### src/rtl/mult_div_unit.sv
// Iterative MULT/MULTU/DIV/DIVU unit with architectural HI/LO registers.
// A shared 2*WIDTH accumulator is used for both shift-add multiply and restoring divide.
module mult_div_unit #(
    parameter int WIDTH = 32
) (
    input  logic             clk,
    input  logic             resetN,
    input  logic             start,
    input  logic [1:0]       op,
    input  logic [WIDTH-1:0] operandA,
    input  logic [WIDTH-1:0] operandB,
    input  logic             mtWriteHi,
    input  logic             mtWriteLo,
    input  logic [WIDTH-1:0] mtValue,
    output logic             busy,
    output logic             done,
    output logic             divByZero,
    output logic [WIDTH-1:0] hiValue,
    output logic [WIDTH-1:0] loValue,
    output logic [1:0]       dbgState
);

    // Handshake: start (with op/operands) is taken on a rising edge only while busy=0;
    // done pulses for one cycle in the first cycle the new HI/LO are visible.

    localparam int CW = $clog2(WIDTH + 1);
    localparam logic [CW-1:0] LAST_ITER = CW'(WIDTH - 1);

    typedef enum logic [1:0] {
        ST_IDLE = 2'd0,
        ST_RUN  = 2'd1,
        ST_FIX  = 2'd2
    } state_t;

    state_t             r_state;
    logic [CW-1:0]      r_cnt;
    logic [1:0]         r_op;
    logic               r_signA;
    logic               r_signB;
    logic               r_bZero;
    logic [WIDTH-1:0]   r_origA;
    logic [WIDTH-1:0]   r_opnd;
    logic [2*WIDTH-1:0] r_acc;
    logic [WIDTH-1:0]   r_hi;
    logic [WIDTH-1:0]   r_lo;
    logic               r_busy;
    logic               r_done;
    logic               r_dbz;

    logic [WIDTH-1:0]   w_absA;
    logic [WIDTH-1:0]   w_absB;
    logic [WIDTH:0]     w_mulSum;
    logic [2*WIDTH-1:0] w_mulNext;
    logic [WIDTH:0]     w_remSh;
    logic [WIDTH:0]     w_diff;
    logic               w_ge;
    logic [2*WIDTH-1:0] w_divNext;
    logic               w_negRes;
    logic [2*WIDTH-1:0] w_prodFix;
    logic [WIDTH-1:0]   w_quot;
    logic [WIDTH-1:0]   w_rem;
    logic [WIDTH-1:0]   w_hiRes;
    logic [WIDTH-1:0]   w_loRes;

    assign w_absA = (op[0] && operandA[WIDTH-1]) ? -operandA : operandA;
    assign w_absB = (op[0] && operandB[WIDTH-1]) ? -operandB : operandB;

    // Multiply step: add multiplicand into the upper half when the low bit is set, then shift right.
    assign w_mulSum  = {1'b0, r_acc[2*WIDTH-1:WIDTH]} + (r_acc[0] ? {1'b0, r_opnd} : {(WIDTH+1){1'b0}});
    assign w_mulNext = {w_mulSum, r_acc[WIDTH-1:1]};

    // Divide step: remainder/quotient pair shifts left; subtract divisor when it fits.
    assign w_remSh   = r_acc[2*WIDTH-1:WIDTH-1];
    assign w_diff    = w_remSh - {1'b0, r_opnd};
    assign w_ge      = (w_remSh >= {1'b0, r_opnd});
    assign w_divNext = w_ge ? {w_diff[WIDTH-1:0], r_acc[WIDTH-2:0], 1'b1}
                            : {w_remSh[WIDTH-1:0], r_acc[WIDTH-2:0], 1'b0};

    assign w_negRes  = r_op[0] && (r_signA != r_signB);
    assign w_prodFix = w_negRes ? -r_acc : r_acc;
    assign w_quot    = w_negRes ? -r_acc[WIDTH-1:0] : r_acc[WIDTH-1:0];
    assign w_rem     = (r_op[0] && r_signA) ? -r_acc[2*WIDTH-1:WIDTH] : r_acc[2*WIDTH-1:WIDTH];

    always_comb begin
        w_hiRes = w_prodFix[2*WIDTH-1:WIDTH];
        w_loRes = w_prodFix[WIDTH-1:0];
        if (r_op[1]) begin
            if (r_bZero) begin
                w_hiRes = r_origA;
                w_loRes = {WIDTH{1'b1}};
            end else begin
                w_hiRes = w_rem;
                w_loRes = w_quot;
            end
        end
    end

    always_ff @(posedge clk or negedge resetN) begin
        if (!resetN) begin
            r_state <= ST_IDLE;
            r_cnt   <= '0;
            r_op    <= 2'b00;
            r_signA <= 1'b0;
            r_signB <= 1'b0;
            r_bZero <= 1'b0;
            r_origA <= '0;
            r_opnd  <= '0;
            r_acc   <= '0;
            r_hi    <= '0;
            r_lo    <= '0;
            r_busy  <= 1'b0;
            r_done  <= 1'b0;
            r_dbz   <= 1'b0;
        end else begin
            r_done <= 1'b0;
            r_dbz  <= 1'b0;
            case (r_state)
                ST_IDLE: begin
                    if (start) begin
                        r_state <= ST_RUN;
                        r_busy  <= 1'b1;
                        r_op    <= op;
                        r_signA <= operandA[WIDTH-1];
                        r_signB <= operandB[WIDTH-1];
                        r_bZero <= (operandB == '0);
                        r_origA <= operandA;
                        r_cnt   <= '0;
                        r_acc   <= op[1] ? {{WIDTH{1'b0}}, w_absA} : {{WIDTH{1'b0}}, w_absB};
                        r_opnd  <= op[1] ? w_absB : w_absA;
                    end else begin
                        if (mtWriteHi) r_hi <= mtValue;
                        if (mtWriteLo) r_lo <= mtValue;
                    end
                end
                ST_RUN: begin
                    r_acc <= r_op[1] ? w_divNext : w_mulNext;
                    if (r_cnt == LAST_ITER) r_state <= ST_FIX;
                    else                    r_cnt   <= r_cnt + 1'b1;
                end
                ST_FIX: begin
                    r_state <= ST_IDLE;
                    r_busy  <= 1'b0;
                    r_done  <= 1'b1;
                    r_dbz   <= r_op[1] & r_bZero;
                    r_hi    <= w_hiRes;
                    r_lo    <= w_loRes;
                    r_cnt   <= '0;
                end
                default: begin
                    r_state <= ST_IDLE;
                    r_busy  <= 1'b0;
                end
            endcase
        end
    end

    assign busy      = r_busy;
    assign done      = r_done;
    assign divByZero = r_dbz;
    assign hiValue   = r_hi;
    assign loValue   = r_lo;
    assign dbgState  = r_state;

endmodule

### config.mk
export PLATFORM = sky130hd
export DESIGN_NAME = mult_div_unit
export DESIGN_NICKNAME = d
export VERILOG_FILES = /design/src/rtl/mult_div_unit.sv
export SDC_FILE = /design/constraint.sdc
export NUM_CORES = 1
export LEC_CHECK = 0
export CAP_MARGIN = 20
export CORE_AREA = 2 2 217 155
export DETAILED_ROUTE_END_ITERATION = 8
export DIE_AREA = 0 0 219 157
export PLACE_DENSITY = 0.77
export SYNTH_ARGS = -nofsm -noshare
export SYNTH_HDL_FRONTEND = slang
export SYNTH_SLANG_ARGS = --single-unit
export TNS_END_PERCENT = 1
### constraint.sdc
create_clock -name clk -period 3.8 [get_ports clk]
set_clock_uncertainty 0.2 [all_clocks]
set_input_delay 0.76 -clock clk [delete_from_list [all_inputs] [get_ports clk]]
set_output_delay 0.76 -clock clk [all_outputs]
set_load 0.02 [all_outputs]
* Word-level counts from Yosys, hierarchy flattened
Index checks and enable logic that the tools add are counted.
** Word-level totals
- Word-level logic and storage cells :: 83
- Bits in registers :: 208
- Input bits :: 103
- Output and inout bits :: 69
** Operators by class
- Mux-type cells :: 32
- Add/subtract/negate cells :: 8
- Bitwise gates (word level) :: 2
- Equality and inequality tests :: 10
- Magnitude comparators :: 1
- Reduce and logical (&&, ||, !) cells :: 16
** Operator list (number)
- $mux 32 :: 15
- $mux 64 :: 4
- $neg 32->32 :: 4
- $pmux 32 s2 :: 2
- $pmux 64 s2 :: 1
- $neg 64->64 :: 1
- $add 32x32->33 :: 1
- $ge 33x32->1 :: 1
- $logic_not 32->1 :: 1
- $sub 32x32->32 :: 1
- $pmux 6 s3 :: 1
- $mux 6 :: 2
- $ne 2x2->1 const B :: 6
- $reduce_and 3->1 :: 3
- $reduce_and 2->1 :: 4
- $add 6x1->6 const B :: 1
- $eq 6x5->1 const B :: 1
- $logic_and 1x1->1 :: 4
- $mux 2 :: 2
- $pmux 2 s2 :: 1
- $reduce_bool 2->1 :: 2
- $mux 1 :: 3
- $reduce_bool 3->1 :: 1
- $eq 2x1->1 const B :: 1
- other kinds (6) :: 6

* Longest topological paths before layout
- Word-level depth :: 6
- Depth in mapped cells :: 13
- Gate-level depth less buffers :: 12

* Least setup slack after synthesis
No wires, ideal clock.
- Kind :: reg-to-reg
- From :: register r_acc[0]
- To :: register r_acc[62]
- Cell stages (with the launch flop) :: 14
- Period minus slack after synthesis :: 3.185 ns
- Setup slack :: 0.615 ns
- Path buffers :: 2
- Arrival :: 2.847 ns
- Library setup time :: 0.138 ns
- Required time :: 3.462 ns
- Cell sequence :: dfrtp_1 > inv_1 > clkbuf_1 > nor2_1 > ha_1 > clkbuf_1 > a21oi_1 > a21boi_0 > a311o_1 > or4b_1 > o21ai_0 > o21ai_0 > xnor2_1 > o211ai_1
** Between the ends
- Cells in the longest elaborated chain, start to end :: 4
** Ends and longest elaborated chain
- start, declared :: line 43 : logic [2*WIDTH-1:0] r_acc;
- start signal, assigned :: line 128 : r_acc <= op[1] ? {{WIDTH{1'b0}}, w_absA} : {{WIDTH{1'b0}}, w_absB};
- start signal, assigned :: line 136 : r_acc <= r_op[1] ? w_divNext : w_mulNext;
- $mux 32 :: line 69 : assign w_mulSum = {1'b0, r_acc[2*WIDTH-1:WIDTH]} + (r_acc[0] ? {1'b0, r_opnd} : {(WIDTH+1){1'b0}});
- $add 32x32->33 :: line 69
- $mux 64 :: line 136
- $pmux 64 s2 :: line 117 : case (r_state)
Every way passes these cells.
A chain may end at the register's enable or synchronous reset.

* Worst setup path after layout
- From :: register r_acc[0]
- To :: register r_acc[58]
Same word-level chain as after synthesis.

==> out/qor.csv <==
metric,value,unit
start_kind,flip-flop,
cts.sinks,207,
ir_drop,0.000513,V
path_class,flip-flop to flip-flop,
antenna_found_initial,3,
grt_max_degree,107,
syn_area_per_cell,7.72,um2
dp_cells,2840,
die_area,34400,um2
maxCapViolations,0,
p_total,21.4,mW
synth_fp_nets,2450,
setup_ws,0.0942,ns
utilization,65.6,%
cts_tree,done,
wire_per_inst,25.9,um
post-route-period-util,97.5,%
ys_types,87,
syn_area,17600,um2
drc_errors,0,
dr.first_iter.drc_count,3536,
clk_path_buf_depth,3,
cts_setup_buffers,0,
fin_crit,3.71,ns
placementRows,55,
clock_latency,0.55,ns
worstPathArrival,3.95,ns
ios,172,
hold_viol,0,
powerDensity,1020,nW/um2
grt_setup_unrepaired,no,
tightestPinTransition,1.08,ns
min_path_type,input pin to async pin,
overflow,0,
placement.cell_area,20300,um2
portBuffers,171,
use_met2,56.5,%
root_buffer,clkbuf_16,
setup_viol_count_final,0,
status,"complete, no violations",
p_leak,8.82,nW
fin_nets,2613,
initial_core_util,54.8,%
clk_pin_slew,0.07,ns
synth_edf_count,0,
stdcell_count,2881,
fmax,0.270,GHz
hold_ws,0.0388,ns
dpl.hpwl,58900,um
seq_area_frac_synth,29.5,%
syn_to_final_growth,19.8,%
grt.busiest_layer,met1,
postRouteAntennaNets,0,
synthArstFlopShare,100,%
drive_gt1_share,8.93,%
fin_area,21100,um2
drv_slew,0,
die_h,157,um
grt_pass1_vias,17700,
grt_util_all_layers,42.8,%
critPathRequiredTime,4.05,ns
met1_usage,62.4,%
vias_per_cell,6.79,
grtUsageMet3,19.7,%
ys.flop_type,dfrtp_1,
synthCells,2276,
post-place-ws,0.117,ns
coreArea,32100,um2
dr.pass1.iters,6,
grt_pass1_wl,111000,um
cp-end-kind,flip-flop,
die_w,219,um
setup_tns,0,ns
cts_buffers,24,
cts_htree_levels,1,
synth_warnings,0,
place_congestion,1.07,
crit_fanout,31,
maxSlewHeadroom,27.9,%
ys_ff_latch,207,
wirelength,74700,um
vias,19567,
## sequential cells by signal, indices dropped and copies added, names as in the netlist, 2 cells and up
| name | count |
|---|---|
| r_origA | 31 |
| r_acc | 64 |
| hiValue | 32 |
| r_cnt | 6 |
| r_op | 2 |
| dbgState | 2 |
| r_opnd | 32 |
| loValue | 32 |
## layout by cell type, fill, tap and decap left out, drive strengths merged, types with 25 or more instances in the layout
| cell type | n |
|---|---|
| a211oi | 33 |
| buf | 139 |
| nor3 | 50 |
| a21oi | 176 |
| o211ai | 45 |
| nor2 | 193 |
| dfrtp | 207 |
| inv | 65 |
| o21ai | 214 |
| nand2 | 316 |
| nand3 | 47 |
| clkdlybuf4s50 | 169 |
| o22ai | 41 |
| xor2 | 68 |
| a22oi | 31 |
| mux2i | 60 |
| xnor2 | 107 |
| ha | 69 |
| o31ai | 30 |
| clkbuf | 32 |
| a31oi | 25 |
## final cells by class
class,instances,area [um2]
fillers,2788,11000
clock inverters,9,92.6
clock buffers,31,677
well taps,427,534
inverters,65,244
diodes,1,2.50
repair buffers,309,2840
flip-flops and latches,207,5180
multi-input cells,1832,11500
## cells by family after synthesis
logic type                 share of synthesized area [%]
AOI/OAI and AO/OA                                   26.7
adders and majority gates                           5.14
buffers and inverters                               5.35
muxes                                               3.54
and+or+nand+nor                                     21.0
xor gates and xnor gates                            8.72
DFF                                                 29.5
## where the power goes
part           internal [mW]  switching, mW
clock                   1.32           1.02
sequential              3.28           1.18
combinational           5.52           9.10
total                   10.1           11.3
## Yosys cell counts (5+ instances only)
library cell | instances | area [um2]
a211o_1 | 8 | 70.1
a211oi_1 | 33 | 248
a21o_1 | 22 | 165
a21oi_1 | 175 | 876
a221o_1 | 5 | 50.1
a221oi_1 | 12 | 105
a222oi_1 | 7 | 70.1
a22oi_1 | 31 | 233
a31oi_1 | 25 | 156
and2_1 | 13 | 81.3
and3_1 | 16 | 100
buf_1 | 11 | 41.3
buf_2 | 12 | 60.1
clkbuf_1 | 141 | 529
dfrtp_1 | 207 | 5180
ha_1 | 69 | 863
inv_1 | 64 | 240
mux2i_1 | 60 | 601
nand2_1 | 315 | 1180
nand2b_1 | 16 | 100
nand3_1 | 47 | 235
nand4_1 | 20 | 125
nor2_1 | 193 | 724
nor2b_1 | 11 | 68.8
nor3_1 | 50 | 250
nor3b_1 | 8 | 60.1
nor4_1 | 16 | 100
o211ai_1 | 45 | 338
o21a_1 | 13 | 97.6
o21ai_0 | 211 | 1060
o21bai_1 | 12 | 90.1
o221ai_1 | 12 | 105
o22ai_1 | 41 | 257
o31ai_1 | 29 | 218
o41ai_1 | 12 | 105
or2_2 | 9 | 56.3
or3_1 | 24 | 150
or4_1 | 10 | 75.1
xnor2_1 | 107 | 937
xor2_1 | 68 | 596
## worst max-delay path: stages, from the launching register on
cell	delay, ns
dfrtp_1	0.44
inv_1	0.12
buf_12	0.20
nor2_1	0.08
ha_1	0.39
buf_4	0.18
nand3_1	0.13
nor3_2	0.20
nand3_1	0.10
a21oi_1	0.27
o31a_1	0.33
mux2i_1	0.42
o211ai_1	0.28
a22oi_1	0.24
## layer usage
metal | vias to the layer above | share of wire (%)
li1 | 8582 | -
met1 | 9282 | 42
met2 | 1524 | 38
met3 | 173 | 17
met4 | 6 | 2.9
met5 | - | 0.047
## worst paths after layout
check,startpoint,endpoint,slack (ns),cells past startpoint
setup reg to reg,r_acc[0]$_DFFE_PN0P_,r_acc[58]$_DFFE_PN0P_,0.09,13
setup / recovery,r_acc[0]$_DFFE_PN0P_,r_acc[58]$_DFFE_PN0P_,0.09,13
hold reg to reg,loValue[22]$_DFFE_PN0P_,loValue[22]$_DFFE_PN0P_,0.28,2
min in group clk,loValue[22]$_DFFE_PN0P_,loValue[22]$_DFFE_PN0P_,0.28,2
hold / removal,resetN,r_acc[26]$_DFFE_PN0P_,0.04,1
max in group asynchronous,resetN,r_acc[4]$_DFFE_PN0P_,2.40,2
## what timing repair did
item	4_1_cts	5_1_grt
resized for setup	0	1
hold buffers	0	0
endpoints found under the setup margin	0	1
(Power assumes the default switching activity.)
